### src/rtl/blinker_pkg.sv
// blinker_pkg: shared mode encoding and reset constants for the multi-rate blinker.
// Rev 1.0
`default_nettype none

package blinker_pkg;

  typedef enum logic [1:0] {
    MODE_OFF     = 2'b00,
    MODE_ON      = 2'b01,
    MODE_BLINK   = 2'b10,
    MODE_BLINK_N = 2'b11
  } mode_t;

  localparam int    RATE_RST = 1;
  localparam mode_t MODE_RST = MODE_BLINK;

endpackage

`default_nettype wire

### src/rtl/blink_channel.sv
// blink_channel: one LED channel with a saturating one-hot rate register, a half-period counter and a mode.
// Rev 1.0
`default_nettype none

module blink_channel
  import blinker_pkg::*;
#(
  parameter int RATE_W = 4
) (
  input  logic              clk,
  input  logic              rst,
  input  logic              tick,
  input  logic              inc,
  input  logic              dec,
  input  logic              mode_we,
  input  mode_t             mode_in,
  output logic [RATE_W-1:0] rate,
  output logic              light
);

  logic [RATE_W-1:0] rate_q, rate_d;
  logic [RATE_W-1:0] cnt_q, cnt_d;
  logic              phase_q, phase_d;
  mode_t             mode_q, mode_d;

  always_comb begin
    rate_d  = rate_q;
    cnt_d   = cnt_q;
    phase_d = phase_q;
    mode_d  = mode_q;

    if (inc && !rate_q[RATE_W-1]) begin
      rate_d = rate_q << 1;
    end else if (dec && !rate_q[0]) begin
      rate_d = rate_q >> 1;
    end

    // A real rate change restarts the half-period and takes priority over a coincident tick.
    if (rate_d != rate_q) begin
      cnt_d = rate_d;
    end else if (tick) begin
      if (cnt_q <= RATE_W'(1)) begin
        cnt_d   = rate_q;
        phase_d = ~phase_q;
      end else begin
        cnt_d = cnt_q - 1'b1;
      end
    end

    if (mode_we) begin
      mode_d = mode_in;
    end
  end

  always_ff @(posedge clk or posedge rst) begin
    if (rst) begin
      rate_q  <= RATE_W'(RATE_RST);
      cnt_q   <= RATE_W'(1);
      phase_q <= 1'b0;
      mode_q  <= MODE_RST;
    end else begin
      rate_q  <= rate_d;
      cnt_q   <= cnt_d;
      phase_q <= phase_d;
      mode_q  <= mode_d;
    end
  end

  always_comb begin
    light = 1'b0;
    case (mode_q)
      MODE_OFF:     light = 1'b0;
      MODE_ON:      light = 1'b1;
      MODE_BLINK:   light = phase_q;
      MODE_BLINK_N: light = ~phase_q;
      default:      light = 1'b0;
    endcase
  end

  assign rate = rate_q;

endmodule

`default_nettype wire

### src/rtl/multi_rate_blinker.sv
// multi_rate_blinker: shared prescaler, button edge detect and channel addressing for N_CH blink channels.
// Rev 1.0
`default_nettype none

module multi_rate_blinker
  import blinker_pkg::*;
#(
  parameter int N_CH     = 4,
  parameter int RATE_W   = 4,
  parameter int PRESCALE = 1000,
  parameter int CH_W     = (N_CH > 1) ? $clog2(N_CH) : 1
) (
  input  logic              clk,
  input  logic              rst,
  input  logic              shift_left,
  input  logic              shift_right,
  input  logic [CH_W-1:0]   ch_sel,
  input  logic              mode_wr,
  input  logic [1:0]        mode_in,
  output logic [RATE_W-1:0] rate_out,
  output logic [N_CH-1:0]   out_light
);

  localparam int                c_ps_w   = (PRESCALE > 1) ? $clog2(PRESCALE) : 1;
  localparam logic [c_ps_w-1:0] c_ps_max = c_ps_w'(PRESCALE - 1);

  logic [c_ps_w-1:0] ps_q, ps_d;
  logic [1:0]        btn_q, btn_hist_q;
  logic [1:0]        w_press;
  logic              w_tick;
  logic              w_press_l, w_press_r;
  logic              w_sel_valid;
  logic [RATE_W-1:0] w_rate [N_CH];

  assign w_tick = (ps_q == c_ps_max);
  assign ps_d   = w_tick ? '0 : ps_q + 1'b1;

  always_ff @(posedge clk or posedge rst) begin
    if (rst) begin
      ps_q       <= '0;
      btn_q      <= '0;
      btn_hist_q <= '0;
    end else begin
      ps_q       <= ps_d;
      btn_q      <= {shift_left, shift_right};
      btn_hist_q <= btn_q;
    end
  end

  // Bit 1 is the slower button, bit 0 the faster one; coincident presses cancel.
  assign w_press     = btn_q & ~btn_hist_q;
  assign w_press_l   = w_press[1] & ~w_press[0];
  assign w_press_r   = w_press[0] & ~w_press[1];
  assign w_sel_valid = (int'(ch_sel) < N_CH);

  generate
    for (genvar gi = 0; gi < N_CH; gi++) begin : g_ch
      logic w_hit;
      assign w_hit = w_sel_valid && (ch_sel == CH_W'(gi));

      blink_channel #(
        .RATE_W (RATE_W)
      ) u_channel (
        .clk     (clk),
        .rst     (rst),
        .tick    (w_tick),
        .inc     (w_hit & w_press_l),
        .dec     (w_hit & w_press_r),
        .mode_we (w_hit & mode_wr),
        .mode_in (mode_t'(mode_in)),
        .rate    (w_rate[gi]),
        .light   (out_light[gi])
      );
    end
  endgenerate

  always_comb begin
    rate_out = '0;
    for (int i = 0; i < N_CH; i++) begin
      if (w_sel_valid && (int'(ch_sel) == i)) begin
        rate_out = w_rate[i];
      end
    end
  end

endmodule

`default_nettype wire

### config.mk
export PLATFORM = sky130hd
export DESIGN_NAME = multi_rate_blinker
export DESIGN_NICKNAME = d
export VERILOG_FILES = /design/src/rtl/blinker_pkg.sv /design/src/rtl/blink_channel.sv /design/src/rtl/multi_rate_blinker.sv
export SDC_FILE = /design/constraint.sdc
export NUM_CORES = 1
export LEC_CHECK = 0
export BUFFER_PORTS_ARGS = -buffer_cell sky130_fd_sc_hd__buf_2
export CAP_MARGIN = 40
export CORE_MARGIN = 10
export CORE_UTILIZATION = 55
export DETAILED_ROUTE_END_ITERATION = 8
export PLACE_DENSITY = 0.79
export SYNTH_ARGS = -nofsm -noshare
export SYNTH_HDL_FRONTEND = slang
export SYNTH_SLANG_ARGS = --single-unit
export TNS_END_PERCENT = 1
### constraint.sdc
create_clock -name clk -period 2.1 [get_ports clk]
set_input_delay 0.42 -clock clk [delete_from_list [all_inputs] [get_ports clk]]
set_output_delay 0.42 -clock clk [all_outputs]
set_load 0.01 [all_outputs]
# Yosys cells after proc, flatten, opt, wreduce, memory -nomap -nowiden
# Index checks and enable logic that the tools add are counted.
[op_classes]
n_mux = 29
reduce_logical = 30
add_sub_neg = 5
bitwise_logic = 26
eq_ne = 23
order_cmp = 4
[op_table]
columns = ["cell", "n"]
rows = [
  ["4-bit 2-to-1 mux", 24],
  ["2-bit equality test (second input constant)", 12],
  ["4-bit by 1-bit less-or-equal comparator with 1-bit output (second input constant)", 4],
  ["4-bit != test", 4],
  ["1-bit case mux with 4 select lines", 4],
  ["4-bit by 1-bit subtractor with 4-bit output (second input constant)", 4],
  ["1-bit AND", 14],
  ["2-bit by 1-bit equality test with 1-bit output (second input constant)", 6],
  ["2-bit zero test", 6],
  ["3-bit AND reduction", 4],
  ["10-bit by 1-bit adder with 10-bit output (second input constant)", 1],
  ["10-bit equality test (second input constant)", 1],
  ["10-bit 2-to-1 mux", 1],
  ["1-bit inverter", 10],
  ["1-bit logical AND", 8],
  ["1-bit zero test", 8],
  ["2-bit nonzero test", 4],
  ["2-bit AND", 1],
  ["2-bit inverter", 1],
]
[totals]
ff_bits = 58
in_bits = 9

# Logic depth before layout (Yosys ltp)
# Gate-level depths: netlist of the first run.
[logic_depth]
word_depth = 11
depth_mapped = 8
mapped_depth_nobuf = 7

# By module
# A second synthesis of the first run with hierarchy kept.
[unflattened]
cells_unflattened = 341
hier_area_um2 = 3389.5
[by_module_without_submodules]
columns = ["module", "cells_per_inst", "area_per_inst_um2", "n_inst", "seq_area_each_um2"]
rows = [
  ["blink_channel", 67, 655.6, 4, 279.0],
  ["multi_rate_blinker", 73, 767.0, 1, 350.3],
]

# Worst setup path before layout of the first run
# No wires, ideal clock.
[synth_timing]
kind = "register -> register"
from = "register ps_q[4]"
to = "register g_ch[1].u_channel.cnt_q[3]"
t_required_ns = 1.978
setup_ns = 0.122
t_arrival_ns = 1.919
path_buffers = 1
path_slack_ns = 0.060
path_stages_with_launch = 7
cell_sequence = "dfrtp_1 -> or3b_4 -> or4_4 -> buf_6 -> o41ai_2 -> o41ai_1 -> a32o_1"
[synth_between]
elab_chain_len = 2
[synth_lines]
columns = ["element", "line", "rtl"]
rows = [
  ["from (decl)", "multi_rate_blinker.sv:27", "logic [c_ps_w-1:0] ps_q, ps_d;"],
  ["from (signal assigned)", "multi_rate_blinker.sv:44", "ps_q <= ps_d;"],
  ["10-bit equality test", "multi_rate_blinker.sv:35", "assign w_tick = (ps_q == c_ps_max);"],
  ["2-bit nonzero test (no line)", "--", ""],
  ["to (signal assigned)", "blink_channel.sv:63", "cnt_q <= cnt_d;"],
  ["to (decl)", "blink_channel.sv:22", "logic [RATE_W-1:0] cnt_q, cnt_d;"],
]
# No other way between the ends.
# A chain may end at the register's enable or synchronous reset.

# Final worst setup path of the first run
[layout_timing]
from = "register ps_q[3]"
to = "register g_ch[1].u_channel.cnt_q[3]"
# The elaborated chain is that of the path after synthesis.

==> results of run 1 <==
-- cells in the final DEF (no fill, tap or decap), types with 3 or more instances in the layout --
cell / n
nand4_1: 3
o21a_1: 5
nor2_1: 28
xor2_1: 3
o211ai_1: 6
nor3_2: 3
nor4_1: 5
a211o_1: 3
dfstp_2: 12
inv_1: 22
nand3_1: 17
mux2_2: 13
buf_4: 31
o31a_1: 3
nand2b_1: 4
o21ai_0: 24
dfrtp_1: 46
ha_1: 9
xnor2_1: 10
nand2_1: 28
nor3_1: 16
a21oi_1: 8
mux4_2: 4
buf_2: 16
clkbuf_8: 10
and3_1: 3
o22ai_1: 5
o21ai_1: 4
a32o_1: 4
nor2b_1: 8
mux2i_1: 4
o41ai_1: 3
a31oi_1: 10
a211oi_1: 3
-- logic make-up (layout without fill, tap and decap cells) --
family	after synthesis	count (layout)	share of synthesized area
adder cells (fa/ha/maj)	9	9	0.0325
flip-flops	58	58	0.423
AO/OA/AOI/OAI	94	94	0.188
XOR/XNOR	13	13	0.0329
AND/OR/NAND/NOR	128	128	0.184
buffers and inverters	45	89	0.0563
multiplexers	22	22	0.0830
-- path summary, 6_finish.rpt --
path                                                          endpoint                from
worst max-delay path            g_ch[1].u_channel.cnt_q[3]$_DFFE_PP0P_   ps_q[3]$_DFF_PP0_
worst min-delay path            g_ch[0].u_channel.cnt_q[3]$_DFFE_PP0P_                 rst
worst max register to register  g_ch[1].u_channel.cnt_q[3]$_DFFE_PP0P_   ps_q[3]$_DFF_PP0_
worst min register to register                 btn_hist_q[0]$_DFF_PP0_  btn_q[0]$_DFF_PP0_
max in group asynchronous       g_ch[3].u_channel.cnt_q[0]$_DFFE_PP1P_                 rst
min in group clk                                    btn_q[1]$_DFF_PP0_          shift_left
-- routing by layer --
metal / vias to the layer above / part of all wire / track usage
li1: 1427 / - / -
met1: 1463 / 0.43 / 0.210
met2: 125 / 0.48 / 0.292
met3: 25 / 0.054 / 0.0381
met4: 0 / 0.031 / 0.101
met5: - / 0 / 0
-- power breakdown --
group | internal, uW | switching [uW] | total (uW)
logic | 668 | 715 | 1380
clock network | 696 | 463 | 1160
registers | 1450 | 407 | 1850
total | 2810 | 1580 | 4390
-- final cells by class --
type                       instances  area (um2)  share of cell area
inverter                          23        86.3              0.0213
timing repair buffer              50         355              0.0877
clock inverter                     5        77.6              0.0192
tap                               75        93.8              0.0232
multi-input combinational        266        1830               0.452
clock buffer                      11         141              0.0349
sequential                        58        1470               0.362
-- synth_stat cells (4+ instances only) --
master | n | share of area
clkbuf_1 | 14 | 0.015
dfrtp_1 | 46 | 0.33
dfstp_2 | 12 | 0.091
nor4_1 | 6 | 0.011
mux2_2 | 14 | 0.045
nor3_1 | 18 | 0.026
nand3_1 | 17 | 0.025
a31oi_1 | 10 | 0.018
xnor2_1 | 10 | 0.025
o22ai_1 | 5 | 0.0090
a21oi_1 | 8 | 0.012
nor2b_1 | 8 | 0.014
mux4_2 | 4 | 0.026
a211oi_1 | 4 | 0.0087
o21a_1 | 5 | 0.011
o211ai_1 | 6 | 0.013
buf_4 | 4 | 0.0087
nor2_1 | 28 | 0.030
ha_1 | 9 | 0.032
mux2i_1 | 4 | 0.012
o21ai_0 | 27 | 0.039
nand2b_1 | 4 | 0.0072
inv_1 | 23 | 0.025
nand2_1 | 28 | 0.030
a32o_1 | 4 | 0.012
-- repair_timing --
action                     4_1_cts  5_1_grt
setup endpoints to repair        2       10
gates resized for setup          4        6
buffers inserted                 4        0
pin swaps                        3        1
-- state kept, by name, summed over array words and instances (netlist names) --
register                count
btn_hist_q                  2
btn_q                       2
g_ch.u_channel.cnt_q       16
g_ch.u_channel.mode_q       8
g_ch.u_channel.phase_q      4
g_ch.u_channel.rate        16
ps_q                       10
-- stage by stage --
stage	cells	hold WS (ns)	worst slack [ns]
5_1_grt	488	0.113	0.00372
3_5_place_dp	468	0.390	0.00503
3_3_place_gp	468	0.380	0.0702
4_1_cts	488	0.0973	0.00325
6_report	488	0.0749	0.0651
2_1_floorplan	369	0.368	0.0596
==> key figures, run 1 <==
Die
  – DIE AREA: 9880 um2
  – I/O pin total: 17
  – # rows: 28
  – Chip height: 99.4 um
  – Core area: 6030 um2
  – Starting density of the core: 0.575
  – Die X: 99.4 um

Critical path
  – Setup crit start kind: flop
  – Critical path's top delay family: simple AND/OR/NAND/NOR gates
  – R2R Setup Slk: 0.07 ns
  – Crit-path slowest cell: or4_4
  – Worst setup EP type: flop
  – Required @ worst endpoint: 2.33 ns
  – Crit path largest cell delay: 0.57 ns
  – Crit Path Category: reg2reg
  – Crit-path max FO: 7
  – Levels on crit path: 5
  – Cell chain of the critical path: or3b_4, or4_4, o41ai_2, o41ai_1, a32o_1
  – R2r worst-path depth: 5
  – CP arrival: 2.27 ns
  – CP Buf/Inv Count: 0

Logic synthesis
  – Mapped Cells: 369
  – Post-synthesis register bit count: 58
  – Dominant synthesized flop cell: dfrtp_1
  – Mapped cell area: 3470 um2
  – Syn nets: 387
  – Seq/Total Area, Yosys: 0.423
  – Ys async rst share: 1.00
  – Yosys warning total: 0
  – Syn Area/Cell: 9.39 um2
  – Number of flops mapped to enable cells by yosys: 0
  – Synth unique cells: 54

Placement
  – Gpl congestion: 0.829
  – Port Buffers: 16
  – DPL Wire Length: 5890 um
  – Area post-placement: 3770 um2

GRT
  – First-pass GRT wire length: 14300 um
  – Vias in the first global route: 3019
  – Gr usage total: 0.178
  – Grt ovf: 0
  – Largest net degree at the start of global routing: 39
  – Initial antenna violation count: 0

Timing
  – Slew headroom: 0.650
  – Fin crit share: 0.969
  – RSZ-0062 raised after global routing: no
  – Final setup skew: 0.0108 ns
  – Max Clk Rate: 491 MHz
  – Slew @ Worst Pin: 0.520 ns
  – Hold Violations, Final: 0
  – # setup viols final: 0
  – Final Max Tran Viols: 0
  – Post-route setup TNS: 0 ns
  – Final min period: 2.03 ns

Drt
  – 1st-iter DRT viols: 195
  – Via count: 3040
  – 1st-pass router iterations: 4
  – Post-DR wirelength/cell: 17.5 um
  – DRC: 0
  – Via-to-Cell Ratio: 6.23
  – ANT nets after route: 0
  – WL final: 8560 um

Clocking
  – H-tree Lvls: 3
  – Clk buf depth: 2
  – CTS Buf Count: 9
  – Root buf cell: clkbuf_8
  – Worst-Skew Late Latency: 0.35 ns
  – Clock-pin slew on the worst setup and hold paths: 0.07 ns
  – Hold Buf Count CTS: 0
  – Total clock sinks: 58
  – CTS tree: built

Finish
  – Layout Utilization: 0.672
  – Diode count: 0
  – Area grow syn2layout: 16.9%
  – Post-route cell area: 4050 um2
  – Filler Cell Count: 478
  – Share of cells above drive strength 1: 0.259
  – Final #Nets: 426

Status
  – Status: complete, no violations

Power
  – Pwr/cell area: 1080 nW/um2
  – Power Total: 4390 uW
  – Maximum VDD drop: 709 uV
  – Pleak: 0.00172 uW

Run
  – MaxCap Viol Count: 0

Min path
  – Worst hold path class: in2async
Power figures use the tool's default switching activity.
==> run 2, diff against run 1 <==
- CORE_UTILIZATION: 55 -> 60
- PLACE_DENSITY: 0.79 -> 0.81
- clock period: 2.1 -> 2.3 ns (I/O delays scaled with it)
==> run 2 against run 1 <==
Against the previous run:
- largest cell class unchanged
- die area down 6.7%
- first-iteration DRC count up 97%
- non-clock buffer count is 19 lower
- design area fell by 3.6%
- sequential share of layout area is 1.3 points higher
- sequential power shrank 8%
- flip-flop and latch count unchanged
- count of clock-buffer cells in the layout unchanged
==> key figures, run 2 (synthesized netlist as in run 1, its figures left out) <==
Critical path
  – Crit. Startpoint: ps_q[4]$_DFF_PP0_
  – CP arrival: 2.46 ns (+0.19 ns)
  – R2R Setup Slk: 0.11 ns (+0.04 ns)
  – Crit-path max FO: 10 (+3)
  – Worst setup EP type: flop
  – Crit Path Category: reg2reg
  – Crit path largest cell delay: 0.85 ns (+0.28 ns)
  – Cell chain of the critical path: or3b_4, or4_2, a21oi_1, nor2_1, o21ai_0
  – Setup crit start kind: flop
  – Launching point of the worst reg2reg path: ps_q[4]$_DFF_PP0_
  – Crit-path slowest cell: or4_2
  – CP Buf/Inv Count: 0 (unchanged)
  – Required @ worst endpoint: 2.57 ns (+0.24 ns)
  – Critical path's top delay family: simple AND/OR/NAND/NOR gates

Clocking
  – Worst-Skew Late Latency: 0.35 ns (about the same)
  – Total clock sinks: 58 (unchanged)
  – CTS Buf Count: 9 (unchanged)
  – Clk buf depth: 2 (unchanged)
  – Hold Buf Count CTS: 0 (unchanged)
  – Root buf cell: clkbuf_8
  – CTS tree: built
  – H-tree Lvls: 3 (unchanged)
  – Clock-pin slew on the worst setup and hold paths: 0.06 ns (about the same)

Placement
  – DPL Wire Length: 5770 um (-2.0%)
  – Port Buffers: 16 (unchanged)
  – Pre-CTS setup slack: 0.0926 ns (+0.0876 ns)
  – Gpl congestion: 0.878 (+5.9%)
  – Area post-placement: 3660 um2 (-3.1%)

GRT
  – Largest net degree at the start of global routing: 36 (-7.7%)
  – Grt ovf: 0 (unchanged)
  – Gr usage total: 0.190 (+0.0119)
  – Initial antenna violation count: 0 (unchanged)
  – Vias in the first global route: 2887 (-4.4%)
  – First-pass GRT wire length: 13700 um (-4.5%)

Timing
  – Fin crit share: 0.953 (-0.0155)
  – Final setup skew: 0.0104 ns (-0.000316 ns)
  – Slew headroom: 0.554 (-0.0963)
  – RSZ-0062 raised after global routing: no
  – # setup viols final: 0 (unchanged)
  – Final min period: 2.19 ns (+0.158 ns)
  – Post-route setup TNS: 0 ns (unchanged)
  – Slew @ Worst Pin: 0.668 ns (+0.147 ns)
  – Hold Violations, Final: 0 (unchanged)
  – Final Max Tran Viols: 0 (unchanged)
  – Max Clk Rate: 456 MHz (-7.2%)
  – Final worst slack: 0.107 ns (+0.0419 ns)

Die
  – # rows: 27 (-3.6%)
  – I/O pin total: 17 (unchanged)
  – Chip height: 96 um (-3.4%)
  – Starting density of the core: 0.626 (+0.0504)
  – Core area: 5540 um2 (-8.1%)
  – DIE AREA: 9220 um2 (-6.7%)
  – Die X: 96 um (-3.4%)

Drt
  – DRC: 0 (unchanged)
  – Via count: 3022 (-0.59%)
  – ANT nets after route: 0 (unchanged)
  – Via-to-Cell Ratio: 6.47 (+3.9%)
  – WL final: 8310 um (-2.9%)
  – Post-DR wirelength/cell: 17.8 um (+1.5%)
  – 1st-pass router iterations: 5 (+1)
  – 1st-iter DRT viols: 384 (+97%)

Finish
  – Filler Cell Count: 414 (-13%)
  – Post-route cell area: 3910 um2 (-3.6%)
  – Layout Utilization: 0.705 (+0.0329)
  – Share of cells above drive strength 1: 0.218 (-0.0414)
  – Commonest non-fill, non-tap cell in the layout: dfrtp_1
  – Most frequent cells in the layout: dfrtp_1 (46), nor2_1 (28), nand2_1 (28), o21ai_0 (27), inv_1 (22)
  – Final #Nets: 408 (-4.2%)
  – Area grow syn2layout: 12.7%
  – Diode count: 0 (unchanged)

Power
  – Maximum VDD drop: 707 uV (-0.26%)
  – Pleak: 0.00162 uW (-5.4%)
  – Pwr/cell area: 1020 nW/um2 (-5.5%)

Run
  – MaxCap Viol Count: 0 (unchanged)

Status
  – Status: complete, no violations

Min path
  – Worst hold path class: in2async
-- run 2: changes by cell type in the layout (fill, tap and decap cells not counted), sizes merged --
cell	change
or4	+1
bufinv	+1
buf	-19
clkinv	-1
-- run 2: repair_timing --
item / in CTS / in global routing
hold endpoints to repair: 0 / 0
endpoints found under the setup margin: 0 / 3
resized for setup: 0 / 1
setup buffers: 0 / 0
-- run 2: path summary, 6_finish.rpt --
kind                            depth (start not counted)                                      to
worst max-delay path                                    5  g_ch[0].u_channel.cnt_q[0]$_DFFE_PP1P_
worst min-delay path                                    2     g_ch[2].u_channel.rate[2]$_DFF_PP0_
worst max register to register                          5  g_ch[0].u_channel.cnt_q[0]$_DFFE_PP1P_
worst min register to register                          0                 btn_hist_q[1]$_DFF_PP0_
max in group asynchronous                               3     g_ch[0].u_channel.rate[0]$_DFF_PP1_
min in group clk                                        1                      btn_q[1]$_DFF_PP0_
-- run 2: per-stage QoR --
stage | total power, uW | std cells | hold slack [ns]
after floorplan | 2530 | 369 | 0.368
after global placement | 2790 | 450 | 0.377
after detailed placement | 2860 | 450 | 0.388
after CTS | 3990 | 466 | 0.172
after global routing | 4250 | 467 | 0.208
final | 4000 | 467 | 0.156
-- run 2: power by group --
| part | leakage (uW) | switching [uW] | internal, uW | total (uW) |
|---|---|---|---|---|
| clock network | 0.000114 | 415 | 718 | 1130 |
| logic | 0.000831 | 593 | 562 | 1160 |
| registers | 0.000680 | 396 | 1320 | 1710 |
| total | 0.00162 | 1400 | 2600 | 4000 |
-- run 2: metal layers --
metal | wire, um | vias to the layer above | share of wire | track usage
met4 | 199 | 0 | 0.024 | 0.0934
met2 | 4000 | 118 | 0.48 | 0.297
li1 | - | 1397 | - | -
met3 | 486 | 24 | 0.058 | 0.0405
met1 | 3630 | 1483 | 0.44 | 0.243
met5 | 0 | - | 0 | 0
-- run 2: layout make-up --
class	instances	area, um2	area share
multi-input combinational	267	1820	0.467
sequential	58	1470	0.375
timing repair buffer	31	205	0.0525
clock buffer	11	131	0.0336
clock inverter	5	103	0.0263
tap	72	90.1	0.0231
inverter	23	86.3	0.0221
-- run 2: worst register-to-register path: cells and delay by family (launching register included) --
| family | cells | cell delay [ns] |
|---|---|---|
| flip-flops | 1 | 0.42 |
| AND/OR/NAND/NOR | 3 | 1.35 |
| AO/OA/AOI/OAI | 2 | 0.35 |
